--- src/rtl/dram_sim_resp_buffer_if.sv ---
// Completion-side bus of the DRAM sim response buffer.
// Carries the simulator push strobe plus the R and B output channels.
interface dram_sim_resp_buffer_if #(
    parameter int IdWidth   = 4,
    parameter int DataWidth = 64
);
    logic                 resp_valid_i;
    logic                 resp_is_write_i;
    logic [IdWidth-1:0]   resp_id_i;
    logic [DataWidth-1:0] resp_data_i;
    logic                 resp_last_i;
    logic                 r_valid_o;
    logic                 r_ready_i;
    logic [IdWidth-1:0]   r_id_o;
    logic [DataWidth-1:0] r_data_o;
    logic                 r_last_o;
    logic                 b_valid_o;
    logic                 b_ready_i;
    logic [IdWidth-1:0]   b_id_o;

    modport slave (
        input  resp_valid_i, resp_is_write_i, resp_id_i,
        input  resp_data_i, resp_last_i, r_ready_i, b_ready_i,
        output r_valid_o, r_id_o, r_data_o, r_last_o,
        output b_valid_o, b_id_o
    );

    modport master (
        output resp_valid_i, resp_is_write_i, resp_id_i,
        output resp_data_i, resp_last_i, r_ready_i, b_ready_i,
        input  r_valid_o, r_id_o, r_data_o, r_last_o,
        input  b_valid_o, b_id_o
    );
endinterface

--- src/rtl/dram_sim_resp_buffer.sv ---
// Buffers DRAM-sim completions into R/B FIFOs and stalls the clock engine.
// Define DRAM_SIM_RESP_STATS_EN to add saturating pop/stall counters.
module dram_sim_resp_buffer #(
    parameter int IdWidth     = 4,
    parameter int DataWidth   = 64,
    parameter int RDepth      = 16,
    parameter int BDepth      = 8,
    parameter int StallMargin = 2
) (
    input  logic                   clk_i,
    input  logic                   rst_i,
    dram_sim_resp_buffer_if.slave  bus,
    output logic                   sim_stall_o,
    output logic                   overflow_o
`ifdef DRAM_SIM_RESP_STATS_EN
   ,output logic [31:0]            stat_rbeats_o,
    output logic [31:0]            stat_backs_o,
    output logic [31:0]            stat_stall_cycles_o
`endif
);
    localparam int RAW = $clog2(RDepth);
    localparam int RCW = RAW + 1;
    localparam int BAW = $clog2(BDepth);
    localparam int BCW = BAW + 1;
    localparam logic [RCW-1:0] RDepthC  = RCW'(RDepth);
    localparam logic [RCW-1:0] RMarginC = RCW'(StallMargin);
    localparam logic [BCW-1:0] BDepthC  = BCW'(BDepth);
    localparam logic [BCW-1:0] BMarginC = BCW'(StallMargin);

    logic [IdWidth-1:0]   r_id_mem_q   [RDepth];
    logic [DataWidth-1:0] r_data_mem_q [RDepth];
    logic [RDepth-1:0]    r_last_mem_q;
    logic [IdWidth-1:0]   b_id_mem_q   [BDepth];

    logic [RAW-1:0] r_wr_q, r_rd_q;
    logic [BAW-1:0] b_wr_q, b_rd_q;
    logic [RCW-1:0] r_count_q, r_count_d;
    logic [BCW-1:0] b_count_q, b_count_d;
    logic           overflow_q, overflow_d;

    logic r_push, r_pop, r_acc, r_full;
    logic b_push, b_pop, b_acc, b_full;

    assign r_push = bus.resp_valid_i & ~bus.resp_is_write_i;
    assign b_push = bus.resp_valid_i &  bus.resp_is_write_i;
    assign r_full = (r_count_q == RDepthC);
    assign b_full = (b_count_q == BDepthC);
    assign r_pop  = bus.r_valid_o & bus.r_ready_i;
    assign b_pop  = bus.b_valid_o & bus.b_ready_i;
    // A pop in the same cycle frees the slot the push needs.
    assign r_acc  = r_push & (~r_full | r_pop);
    assign b_acc  = b_push & (~b_full | b_pop);

    always_comb begin
        r_count_d = r_count_q;
        unique case ({r_acc, r_pop})
            2'b10:   r_count_d = r_count_q + RCW'(1);
            2'b01:   r_count_d = r_count_q - RCW'(1);
            default: r_count_d = r_count_q;
        endcase
    end

    always_comb begin
        b_count_d = b_count_q;
        unique case ({b_acc, b_pop})
            2'b10:   b_count_d = b_count_q + BCW'(1);
            2'b01:   b_count_d = b_count_q - BCW'(1);
            default: b_count_d = b_count_q;
        endcase
    end

    assign overflow_d = overflow_q | (r_push & ~r_acc)
                                   | (b_push & ~b_acc);

    always_ff @(posedge clk_i) begin
        if (rst_i) begin
            r_wr_q     <= '0;
            r_rd_q     <= '0;
            b_wr_q     <= '0;
            b_rd_q     <= '0;
            r_count_q  <= '0;
            b_count_q  <= '0;
            overflow_q <= 1'b0;
        end else begin
            if (r_acc) r_wr_q <= r_wr_q + RAW'(1);
            if (r_pop) r_rd_q <= r_rd_q + RAW'(1);
            if (b_acc) b_wr_q <= b_wr_q + BAW'(1);
            if (b_pop) b_rd_q <= b_rd_q + BAW'(1);
            r_count_q  <= r_count_d;
            b_count_q  <= b_count_d;
            overflow_q <= overflow_d;
        end
    end

    // Storage is cleared so every output reads 0 straight out of reset.
    always_ff @(posedge clk_i) begin
        if (rst_i) begin
            for (int i = 0; i < RDepth; i++) begin
                r_id_mem_q[i]   <= '0;
                r_data_mem_q[i] <= '0;
            end
            r_last_mem_q <= '0;
            for (int i = 0; i < BDepth; i++) begin
                b_id_mem_q[i] <= '0;
            end
        end else begin
            if (r_acc) begin
                r_id_mem_q[r_wr_q]   <= bus.resp_id_i;
                r_data_mem_q[r_wr_q] <= bus.resp_data_i;
                r_last_mem_q[r_wr_q] <= bus.resp_last_i;
            end
            if (b_acc) begin
                b_id_mem_q[b_wr_q] <= bus.resp_id_i;
            end
        end
    end

    assign bus.r_valid_o = (r_count_q != '0);
    assign bus.r_id_o    = r_id_mem_q[r_rd_q];
    assign bus.r_data_o  = r_data_mem_q[r_rd_q];
    assign bus.r_last_o  = r_last_mem_q[r_rd_q];
    assign bus.b_valid_o = (b_count_q != '0);
    assign bus.b_id_o    = b_id_mem_q[b_rd_q];
    assign overflow_o    = overflow_q;

    assign sim_stall_o = ((RDepthC - r_count_q) <= RMarginC)
                       | ((BDepthC - b_count_q) <= BMarginC);

`ifdef DRAM_SIM_RESP_STATS_EN
    logic [31:0] st_r_q, st_b_q, st_s_q;

    always_ff @(posedge clk_i) begin
        if (rst_i) begin
            st_r_q <= '0;
            st_b_q <= '0;
            st_s_q <= '0;
        end else begin
            if (r_pop && st_r_q != '1) st_r_q <= st_r_q + 32'd1;
            if (b_pop && st_b_q != '1) st_b_q <= st_b_q + 32'd1;
            if (sim_stall_o && st_s_q != '1) st_s_q <= st_s_q + 32'd1;
        end
    end

    assign stat_rbeats_o       = st_r_q;
    assign stat_backs_o        = st_b_q;
    assign stat_stall_cycles_o = st_s_q;
`endif
endmodule

--- src/flat_wrapper.sv ---
// flat-port wrapper written by rule: the top's interface ports become plain ports
module dram_sim_resp_buffer_flat 
#(
    parameter int IdWidth     = 4,
    parameter int DataWidth   = 64,
    parameter int RDepth      = 16,
    parameter int BDepth      = 8,
    parameter int StallMargin = 2
)
  (clk_i, rst_i, sim_stall_o, overflow_o, bus_resp_valid_i, bus_resp_is_write_i, bus_resp_id_i, bus_resp_data_i, bus_resp_last_i, bus_r_ready_i, bus_b_ready_i, bus_r_valid_o, bus_r_id_o, bus_r_data_o, bus_r_last_o, bus_b_valid_o, bus_b_id_o);
  dram_sim_resp_buffer_if #(.IdWidth(IdWidth), .DataWidth(DataWidth)) bus_i ();
  input  logic clk_i;
  input  logic rst_i;
  output logic sim_stall_o;
  output logic overflow_o;
  input wire logic [$bits(bus_i.resp_valid_i)-1:0] bus_resp_valid_i;
  input wire logic [$bits(bus_i.resp_is_write_i)-1:0] bus_resp_is_write_i;
  input wire logic [$bits(bus_i.resp_id_i)-1:0] bus_resp_id_i;
  input wire logic [$bits(bus_i.resp_data_i)-1:0] bus_resp_data_i;
  input wire logic [$bits(bus_i.resp_last_i)-1:0] bus_resp_last_i;
  input wire logic [$bits(bus_i.r_ready_i)-1:0] bus_r_ready_i;
  input wire logic [$bits(bus_i.b_ready_i)-1:0] bus_b_ready_i;
  output wire logic [$bits(bus_i.r_valid_o)-1:0] bus_r_valid_o;
  output wire logic [$bits(bus_i.r_id_o)-1:0] bus_r_id_o;
  output wire logic [$bits(bus_i.r_data_o)-1:0] bus_r_data_o;
  output wire logic [$bits(bus_i.r_last_o)-1:0] bus_r_last_o;
  output wire logic [$bits(bus_i.b_valid_o)-1:0] bus_b_valid_o;
  output wire logic [$bits(bus_i.b_id_o)-1:0] bus_b_id_o;
  assign bus_i.resp_valid_i = bus_resp_valid_i;
  assign bus_i.resp_is_write_i = bus_resp_is_write_i;
  assign bus_i.resp_id_i = bus_resp_id_i;
  assign bus_i.resp_data_i = bus_resp_data_i;
  assign bus_i.resp_last_i = bus_resp_last_i;
  assign bus_i.r_ready_i = bus_r_ready_i;
  assign bus_i.b_ready_i = bus_b_ready_i;
  assign bus_r_valid_o = bus_i.r_valid_o;
  assign bus_r_id_o = bus_i.r_id_o;
  assign bus_r_data_o = bus_i.r_data_o;
  assign bus_r_last_o = bus_i.r_last_o;
  assign bus_b_valid_o = bus_i.b_valid_o;
  assign bus_b_id_o = bus_i.b_id_o;
  dram_sim_resp_buffer #(.IdWidth(IdWidth), .DataWidth(DataWidth), .RDepth(RDepth), .BDepth(BDepth), .StallMargin(StallMargin)) u_core (.clk_i(clk_i), .rst_i(rst_i), .bus(bus_i), .sim_stall_o(sim_stall_o), .overflow_o(overflow_o));
endmodule
--- config.mk ---
export PLATFORM = sky130hd
export DESIGN_NAME = dram_sim_resp_buffer_flat
export DESIGN_NICKNAME = d
export VERILOG_FILES = /design/src/rtl/dram_sim_resp_buffer_if.sv /design/src/rtl/dram_sim_resp_buffer.sv /design/src/flat_wrapper.sv
export SDC_FILE = /design/constraint.sdc
export NUM_CORES = 1
export LEC_CHECK = 0
export BUFFER_PORTS_ARGS = -buffer_cell sky130_fd_sc_hd__buf_2
export CORE_UTILIZATION = 35
export CTS_BUF_LIST = sky130_fd_sc_hd__clkbuf_8
export CTS_CLUSTER_DIAMETER = 100
export DETAILED_ROUTE_END_ITERATION = 10
export SLEW_MARGIN = 15
export SYNTH_ARGS = -nofsm -noshare
export SYNTH_HDL_FRONTEND = slang
export SYNTH_SLANG_ARGS = --single-unit
--- constraint.sdc ---
create_clock -name clk_i -period 3.6 [get_ports clk_i]
set_input_delay 0 -clock clk_i [delete_from_list [all_inputs] [get_ports clk_i]]
set_output_delay 0 -clock clk_i [all_outputs]
set_load 0.005 [all_outputs]
==> results.cfg, run 1 <==
[outcome]
violations = design-rule violations
status = finished with violations

[yosys]
ys_seq_area_share_pct = 68.0
ys.warnings.count = 0
syn_inst = 3519
synth_area_leaders = edfxtp_1 66%, mux4_2 13%, nor2_1 6.4%, nand2_1 2.4%, a22oi_1 2.0%
synth.net_count = 3614
synth-edff-count = 1120
synth_top_area_share_pct = 66.1
syn_area_per_cell_um2 = 14.5
netlist_area_mm2 = 0.0509
synth_area_leader_cell = edfxtp_1
synth-seq-cells = 1167
async_flop_share_pct = 0
synthFlopType = edfxtp_1
synth.distinct_cells = 55

[sta]
tns_ps = 0
grt_setup_unrepaired = false
fmax_mhz = 301
holdWs_ps = 68.9
finalSetupViolations = 0
maxSlewHeadroom_pct = 16.4
min_period_ps = 3320
maxSlewViolCount = 0
period_share_pct = 92.2
fin_ws_ps = 279
hold_violations = 0
skew_ps = 38.5
tightestPinTransition_ps = 1250

[cts]
cts.sinks = 1167
clk_latency_ps = 910
cts-resized-gates = 0
tritoncts = yes
ctsRootBufferMaster = clkbuf_8
htree_levels = 4
cts_buffer_depth = 3
clkTransAtPathRegs_ps = 60
numCtsBuffers = 185

[die]
die_h_um = 383
ios = 152
start_util_pct = 35.3
rows = 139
dieArea_mm2 = 0.147
core-area_mm2 = 0.144
die_x_um = 383

[placed_design]
pre_cts_ws_ps = 387
port_buffers = 151
gp_congestion = 0.779
dp_hpwl_um = 84700
dpl.cell_count = 5413

[global_routing]
grt_max_degree = 205
grt_overflow_total = 0
antenna_found_initial = 11
grt_pass1_wl_um = 222000
grt_usage_pct = 20.6
grt_pass1_vias = 33000

[drt]
viasPerCell = 5.46
drc = 12
wl_met2_um = 73500
avgRoutedWirePerCell_um = 25.9
wl_met3_um = 11400
wl_um = 152000
drtIter0Drc = 3514
drt-met1-wl_um = 63000
firstDrtPassIters = 8
ant_nets = 0
top_layer_used = met5
via_count = 31900

[worst_setup_path]
worstSetupEndpointType = output port
cp_max_fo = 22
critPathRequiredTime_ps = 3600
rr_worst_depth = 10
critPathKind = flip-flop to output port
arrival_ps = 3320
worst_setup_path_start_kind = flip-flop

[power]
vdd_drop_max_mv = 0.438
p_total_mw = 32.4
total_leakage_power_nw = 21.2
power.density_mw_per_mm2 = 548

[cells_and_area]
final_common_cell = edfxtp_1
fin_nets = 3892
syn_to_final_growth_pct = 16.3
layout_common_cells = 1120 x edfxtp_1, 873 x nor2_1, 312 x nand2_1, 285 x mux4_2, 189 x clkbuf_8
stdcell_count = 5850
layout-drive-gt1-share_pct = 21.0

[flow_run]
maxCapViolCount = 0

[hold_path]
hold_depth = 3
hold_path.class = primary input to flip-flop
-- kinds of logic (layout without fill, tap and decap cells) --
group                      count (synthesis)  count (layout)  synth area share (%)
xor gates and xnor gates                  15              15                 0.258
AOI/OAI and AO/OA                        171             171                  2.51
other                                      0               5                     0
adders and majority gates                 20              20                 0.521
and+or+nand+nor                         1547            1547                  13.1
buffers and inverters                    287             710                  2.45
DFF                                     1167            1167                  68.0
muxes                                    312             312                  13.2
-- worst paths after layout --
path | startpoint | endpoint | slack [ps]
hold reg to reg | u_core.r_last_mem_q[6] | u_core.r_last_mem_q[6] | 460
setup reg to reg | u_core.r_count_q[0] | u_core.r_data_mem_q[13][15] | 350
setup / recovery | flip-flop | bus_r_data_o[62] | 280
hold / removal | bus_resp_data_i[20] | u_core.r_data_mem_q[3][20] | 70
-- synth_stat cells (3+ instances only) --
library cell,number
clkbuf_2,5
mux2i_1,20
a211oi_1,4
a21oi_1,11
a41o_1,3
mux4_2,285
clkbuf_1,135
nor2b_1,6
edfxtp_1,1120
nand3_2,3
nand3_1,23
nand4_1,3
mux2_2,7
a21o_1,3
o21ai_0,3
buf_2,110
and3_1,137
xnor2_1,7
nor2_1,874
buf_1,15
ha_1,18
nor3_1,7
inv_1,14
nand2b_1,6
a22oi_1,136
xor2_1,8
buf_4,7
dfxtp_1,47
nand2_1,330
and2_1,138
-- flip-flops by register name, indices dropped and copies added (netlist names), named ones only --
name and flops:
u_core.r_count_q 5, u_core.r_last_mem_q 16, u_core.b_rd_q 3, u_core.r_data_mem_q 1024, u_core.r_id_mem_q 64, u_core.r_wr_q 4
u_core.b_wr_q 3, u_core.b_id_mem_q 32, u_core.b_count_q 4, u_core.overflow_o 1, u_core.r_rd_q 4
-- critical path, cell delays in order (launching register included) --
cell and delay, ps:
dfxtp_1 460, nor2b_4 1050, buf_4 420, a22oi_1 170, nand2_1 140, buf_2 150
-- timing repair --
item	in CTS	in global routing
hold endpoints to repair	1262	0
hold buffers	100	0
setup endpoints to repair	0	0
buffers inserted	0	0
-- metal layers --
metal	global-route usage (%)	up-vias
li1	-	13700
met1	27.8	16600
met2	33.6	1399
met3	4.10	231
met4	6.08	10
met5	0	-
-- power by group --
group / switching [mW] / internal (mW)
Combinational: 3.35 / 2.61
Clock: 5.39 / 5.25
Sequential: 0.367 / 15.5
-- metrics by stage --
step	utilization, %	instance area, um2
floorplan	-	50900
global placement	38.0	54800
detailed placement	38.0	54800
CTS	41.1	59100
global route	41.1	59200
finish	41.1	59200
-- final cells by class --
cell class,instances,area [um2]
fill,13300,84800
sequential,1167,34600
multi-input combinational,2065,15400
timing repair buffer,363,3390
clock buffer,189,2600
tap,1903,2380
clock inverter,143,777
inverter,15,56.3
antenna,5,12.5
Power figures use the tool's default switching activity.
==> inputs of run 2 (changes only) <==
CORE_MARGIN = 2   (was not set)
==> results.cfg, run 2 (same netlist as run 1, synthesis figures left out) <==
[outcome]
status = complete, no violations

[die]
core-area_mm2 = 0.144
start_util_pct = 35.3
ios = 152
die_x_um = 385
die_h_um = 385
dieArea_mm2 = 0.148
rows = 139

[cts]
cts.sinks = 1167
cts_buffer_depth = 3
tritoncts = yes
cts_setup_buffers = 0
clk_latency_ps = 890
htree_levels = 4
cts-resized-gates = 0
numCtsBuffers = 188
clkTransAtPathRegs_ps = 60
ctsRootBufferMaster = clkbuf_8
hold_buffers = 98

[power]
power_frac_clock_pct = 32.8
p_comb_share_pct = 18.6
p_sw_mw = 9.25
p_total_mw = 32.6
vdd_drop_max_mv = 0.438
power_frac_seq_pct = 48.6
power.density_mw_per_mm2 = 550
p_int_mw = 23.3
switching_share_pct = 28.4
total_leakage_power_nw = 21.3

[hold_path]
hold_path.class = primary input to flip-flop
hold_depth = 3

[global_routing]
grt_max_degree = 88
grt_usage_pct = 21.1
grt_pass1_wl_um = 228000
grt_overflow_total = 0
antenna_found_initial = 16
grt_pass1_vias = 33300

[cells_and_area]
final_common_cell = edfxtp_1
layout_common_cells = 1120 x edfxtp_1, 873 x nor2_1, 312 x nand2_1, 285 x mux4_2, 194 x clkbuf_8
syn_to_final_growth_pct = 16.4
fin_nets = 3899
largest_reg_flops = 1024
regMostFlops = u_core.r_data_mem_q
layout-drive-gt1-share_pct = 21.2
layout_top_registers = u_core.r_data_mem_q: 1024 flops, u_core.r_id_mem_q: 64 flops, u_core.b_id_mem_q: 32 flops

[sta]
maxSlewHeadroom_pct = 40.1
holdWs_ps = 62.8
maxSlewViolCount = 0
fmax_mhz = 307
hold_violations = 0
skew_ps = 22.2
min_period_ps = 3260
finalSetupViolations = 0
tightestPinTransition_ps = 898
period_share_pct = 90.6
grt_setup_unrepaired = false

[placed_design]
gp_congestion = 0.767
port_buffers = 151
dp_hpwl_um = 86700

[worst_setup_path]
worstSetupEndpointType = flip-flop
critPathKind = flip-flop to flip-flop
rr_worst_depth = 10
worst_setup_path_start_kind = flip-flop
critPathRequiredTime_ps = 4160
cp_max_fo = 23
arrival_ps = 3820

[drt]
drc = 0
drtIter0Drc = 3849
ant_nets = 0
via_count = 32500
avgRoutedWirePerCell_um = 26.8
viasPerCell = 5.54
wl_um = 157000
firstDrtPassIters = 6

[flow_run]
maxCapViolCount = 0
## run 2: cell type report
class,count,area [um2]
flip-flops and latches,1167,34600
fillers,13300,84800
clock buffers,194,2670
inverters,15,56.3
multi-input cells,2065,15400
clock inverters,149,734
well taps,1903,2380
diodes,3,7.51
repair buffers,367,3420
## run 2: final timing paths
kind                                 end                    from  slack (ps)
max reg2reg  u_core.r_data_mem_q[12][48]     u_core.r_count_q[0]         340
max          u_core.r_data_mem_q[12][48]     u_core.r_count_q[0]         340
min reg2reg       u_core.r_last_mem_q[2]  u_core.r_last_mem_q[2]         460
min           u_core.r_data_mem_q[3][59]     bus_resp_data_i[59]          60
## run 2: per-stage QoR
step	instance area, um2	worst slack (ps)	utilization [%]	std cells	setup TNS (ps)
after global placement	54800	359	38.1	5419	0
after CTS	59200	235	41.1	5860	0
after detailed placement	54800	375	38.1	5419	0
after floorplan	50900	-311	-	3519	-76160
after global routing	59200	135	41.1	5862	0
final	59200	339	41.1	5863	0
## run 2: routing by layer
layer / track usage (%) / up-vias / part of all wire [%]
met1: 29.5 / 16800 / 41
met5: 0 / - / 0.029
met2: 33.6 / 1712 / 48
met3: 3.96 / 280 / 8.7
li1: - / 13600 / -
met4: 6.05 / 8 / 2.4
## run 2: worst max-delay path, cell delays in order (launching register included)
cell and delay (ps):
dfxtp_1 430, inv_1 120, ha_1 230, nor3b_1 160
ha_1 210, nand2b_1 260, a21oi_1 210, buf_4 270
nand4_1 320, nand2_8 420, buf_12 260
## run 2: power by group through the flow
stage / sequential [mW] / clock (mW) / combinational [mW]
floorplan: 15.9 / 0 / 3.93
global placement: 16.1 / 0 / 5.99
detailed placement: 16.1 / 0 / 6.01
CTS: 15.8 / 10.8 / 6.13
global route: 15.9 / 11.4 / 6.50
finish: 15.8 / 10.7 / 6.06
